### src/rtl/fp_sample_fifo.sv
// fp_sample_fifo: FWFT FIFO for packed {S,E,F} codes with sticky overflow; peak tracking built when FP_PEAK_TRACK_EN is defined.
module fp_sample_fifo #(
  parameter int DEPTH = 8
) (
  input  logic                     clk,
  input  logic                     rst_n,
  input  logic                     in_valid,
  output logic                     in_ready,
  input  logic                     S,
  input  logic [2:0]               E,
  input  logic [3:0]               F,
  output logic                     out_valid,
  input  logic                     out_ready,
  output logic [7:0]               out_code,
  output logic [$clog2(DEPTH):0]   count,
  output logic                     overflow,
  input  logic                     peak_clr,
  output logic [7:0]               peak_code
);
  localparam int AW = $clog2(DEPTH);
  localparam logic [AW:0] FULL = (AW+1)'(DEPTH);
  logic [7:0] mem [DEPTH];
  logic [AW-1:0] wr_ptr, rd_ptr;
  logic [7:0] din;
  logic push, pop;
  assign din       = {S, E, F};
  assign in_ready  = count < FULL;
  assign out_valid = count != '0;
  assign out_code  = mem[rd_ptr];
  assign push      = in_valid && in_ready;
  assign pop       = out_valid && out_ready;
  always_ff @(posedge clk)
    if (push) mem[wr_ptr] <= din;
  // DEPTH is a power of two, so pointers wrap by natural overflow
  always_ff @(posedge clk or negedge rst_n) begin
    if (!rst_n) begin
      wr_ptr   <= '0;
      rd_ptr   <= '0;
      count    <= '0;
      overflow <= 1'b0;
    end else begin
      if (push) wr_ptr <= wr_ptr + 1'b1;
      if (pop) rd_ptr <= rd_ptr + 1'b1;
      count    <= count + {{AW{1'b0}}, push} - {{AW{1'b0}}, pop};
      overflow <= overflow | (in_valid & ~in_ready);
    end
  end
`ifdef FP_PEAK_TRACK_EN
  logic [7:0] peak_q;
  always_ff @(posedge clk or negedge rst_n) begin
    if (!rst_n) peak_q <= 8'h00;
    else if (push && (peak_clr || din[6:0] > peak_q[6:0])) peak_q <= din;
    else if (peak_clr) peak_q <= 8'h00;
  end
  assign peak_code = peak_q;
`else
  logic unused_peak_clr;
  assign unused_peak_clr = peak_clr;
  assign peak_code = 8'h00;
`endif
endmodule
### config.mk
export PLATFORM = sky130hd
export DESIGN_NAME = fp_sample_fifo
export DESIGN_NICKNAME = d
export VERILOG_FILES = /design/src/rtl/fp_sample_fifo.sv
export SDC_FILE = /design/constraint.sdc
export NUM_CORES = 1
export LEC_CHECK = 0
export CAP_MARGIN = 20
export CELL_PAD_IN_SITES_DETAIL_PLACEMENT = 1
export CELL_PAD_IN_SITES_GLOBAL_PLACEMENT = 2
export CORE_MARGIN = 2
export CORE_UTILIZATION = 45
export DETAILED_ROUTE_END_ITERATION = 7
export PLACE_DENSITY = 0.83
export SLEW_MARGIN = 25
export SYNTH_ARGS = -nofsm -noshare
export SYNTH_HDL_FRONTEND = slang
export SYNTH_SLANG_ARGS = --single-unit
export TNS_END_PERCENT = 20
### constraint.sdc
create_clock -name clk -period 5.5 [get_ports clk]
set_clock_uncertainty 0.1 [all_clocks]
set_input_delay 1.65 -clock clk [delete_from_list [all_inputs] [get_ports clk]]
set_output_delay 1.65 -clock clk [all_outputs]
set_load 0.05 [all_outputs]
==> results.md, run 1 <==
- Outcome: finished, final reports clean
- CP Max Fanout: 18
- Period utilisation layout: 0.8613
- Die Area: between 0.007 and 0.008 sq mm
- Worst-path cell with the longest stage delay: dfrtp_1
- Initial antenna violation count: 0
- Post_cts resized: 0
- R2R depth: 10
- Vias/cell: roughly 5.4
- Post-synthesis sequential area ratio: 0.7018
- Crit path to: out_code[4]
- Via Count: around 1,500
- Die X: 87.41 microns
- Post-synth cell types: 25
- Top cell type's share of synthesized area: 0.6139
- Leak pwr: 1.313 nW
- Post-DRT Antenna Nets: 0
- Commonest cells post-synth: edfxtp_1 (64), mux4_1 (16), dfrtp_1 (11)
- Main flop type after synthesis: edfxtp_1
- Gr usage total: 0.1701
- Non-filler cells, final: ~280
- Hold_buf cts: 0
- Top-count cell post-synth: edfxtp_1
- CTS tree: yes
- Clock buffer count from CTS: 9
- Dpl cells: 259
- Layout Nets: 211
- Total gr overflow: 0
- Rows: 30
- HP Class: flip-flop to flip-flop
- Clock root buffer: clkbuf_8
- Placed cell areas: roughly 0.0034 sq mm
- Synth warn: 0
- Final Wtd Congestion: between 0.7 and 0.8
- Fin crit period: approximately 4.7 ns
- Yosys top cell by area: edfxtp_1
- Synth-to-Final Area Change: 16.19%
- P per Cell Area: about 570 mW/mm^2
- Worst path depth: 3
- Top Ports: 36
- R2R Setup Slk: about 2.8 ns
- Layout cells sized above 1: 0.1436
- Worst-Skew Late Latency: 0.33 ns
- Clock-pin slew on the worst setup and hold paths: 0.07 ns
- Largest net degree at the start of global routing: 19
- Syn_area_per_cell: 19.94 sq um
- Setup CP Type: flip-flop to output port
- Max_slew headroom: 0.3280
- Worst Setup SP: rd_ptr[0]
- Max-slew violations: 0
- Crit path largest cell delay: 0.99 ns
- Fmax: roughly 0.21 GHz
- Post-CTS Setup Inserts: 0
- CP cell instances: mux4_1 -> mux2_2 -> clkdlybuf4s50_1
- CP startpoint kind: flip-flop
- Final Cell Area: 0.003637 sq mm
- H-tree depth: 3
- Core Footprint: a little under 0.007 sq mm
- Port bufs: 26
- Routed len/inst: ~22 microns
- Final wirelength: just under 6000 microns
- Vias in the first global route: around 1,600
- RSZ-0062 raised after global routing: no
- N_diodes: 0
- Worst-Margin Slew: about 1.0 ns
- First-pass GRT wire length: around 8900 microns
- Worst setup EP type: output port
- Critical Path RT: between 3 and 4 ns
- Max clock buf depth: 2
- Critical Path AT: roughly 3 ns
- Number of max-cap violations: 0
- Pre-Repair DR Iteration Count: 4
- FF-to-FF Start: count[3]
- Synth area leaders: edfxtp_1 (61%), mux4_1 (13%), dfrtp_1 (8.8%)
- Post-Synthesis Cell Area: 0.003131 sq mm
- Starting density of the core: 0.4633
- DP HPWL: between 3000 and 4000 microns
- RR Endpoint: count[2]
- Final hold violations: 0
- DR DRC count: 0
- Pwr Total: around 0.0021 W
- Post-synth EDFFs: 64
- Critical path's top delay family: flip-flops
- Syn Inst Count: between 150 and 200
- Initial DRC count: 106
- # clock sinks: 75
- Die H: between 80 and 90 microns
- Buf/Inv on CP: 1
- Peak supply drop: about 260 uV
- Flops & latches, synth: 75
- Ys async rst share: 0.1467
- Final setup fails: 0
- Final TNS setup: 0 ns
per-stage QoR:
step	hold slack [ns]	setup slack (ns)	utilization
5_1_grt	0.4113	0.6248	0.5383
3_3_place_gp	0.3387	1.149	0.5074
3_5_place_dp	0.3492	1.080	0.5074
6_report	0.3705	0.7631	0.5383
4_1_cts	0.3714	0.7032	0.5380
2_1_floorplan	0.3805	1.941	-
placed cells by master, fill, tap and decap left out:
master,n
a21o_1,2
a21oi_1,1
buf_4,2
bufinv_16,2
clkbuf_8,9
clkdlybuf4s50_1,26
clkinv_1,2
clkinv_2,3
conb_1,8
dfrtp_1,11
edfxtp_1,64
fa_1,1
ha_1,7
inv_1,7
mux2_2,10
mux4_1,16
nand2_1,4
nand2b_1,3
nand3_1,1
nor2_1,5
nor2_2,1
nor2b_1,1
nor3_1,2
or3b_2,1
xnor2_1,3
xor2_1,3
cell type report:
class | instances | area (sq um)
Sequential cell | 75 | 2197
Tap cell | 80 | 100.1
Multi-Input combinational cell | 69 | 832.0
Inverter | 7 | 26.28
Fill cell | 626 | 3119
Clock buffer | 9 | 123.9
Timing Repair Buffer | 28 | 275.3
Clock inverter | 7 | 82.58
logic make-up (layout without fill, tap and decap cells):
kind of cell,count (synthesis),count (layout),synth area share
XOR/XNOR,6,6,0.01679
AND/OR/NAND/NOR,18,18,0.02758
AO/OA/AOI/OAI,3,3,0.006392
other,1,8,0.001198
multiplexers,26,26,0.1703
buffers and inverters,20,51,0.04157
flip-flops,75,75,0.7018
adder cells (fa/ha/maj),8,8,0.03437
worst min-delay path by stage:
stage                     slack, ns  startpoint  depth (start not counted)        end
after CTS                      0.37    overflow                          1   overflow
after detailed placement       0.35    overflow                          1   overflow
final                          0.37    overflow                          1   overflow
after global placement         0.34    overflow                          1   overflow
after floorplan                0.38   wr_ptr[0]                          1  wr_ptr[0]
after global routing           0.41    overflow                          1   overflow
routing by layer:
layer | share of wire | global-route usage
met5 | 0 | 0
met4 | 0.018 | 0.07692
met3 | 0.033 | 0.04645
met2 | 0.54 | 0.2899
met1 | 0.41 | 0.2005
sequential cells by signal, indices dropped and copies added, names as in the netlist:
register,flops
mem,64
count,4
overflow,1
rd_ptr,3
wr_ptr,3
power by group:
group / internal (W) / switching [W]
clock: 0.000250 / 0.000190
sequential: 0.000707 / 0.000118
combinational: 0.000344 / 0.000457
total: 0.00130 / 0.000765
Power figures use the tool's default switching activity.
==> inputs of run 2 (changes only) <==
--- a/config.mk
+++ b/config.mk
@@ -10,8 +10,10 @@
 export CELL_PAD_IN_SITES_GLOBAL_PLACEMENT = 2
 export CORE_MARGIN = 2
 export CORE_UTILIZATION = 45
+export CTS_CLUSTER_DIAMETER = 80
 export DETAILED_ROUTE_END_ITERATION = 7
 export PLACE_DENSITY = 0.83
+export SKIP_LAST_GASP = 1
 export SLEW_MARGIN = 25
 export SYNTH_ARGS = -nofsm -noshare
 export SYNTH_HDL_FRONTEND = slang
==> results of run 2 <==
No change in the layout: final DEF, timing and power equal those of run 1.
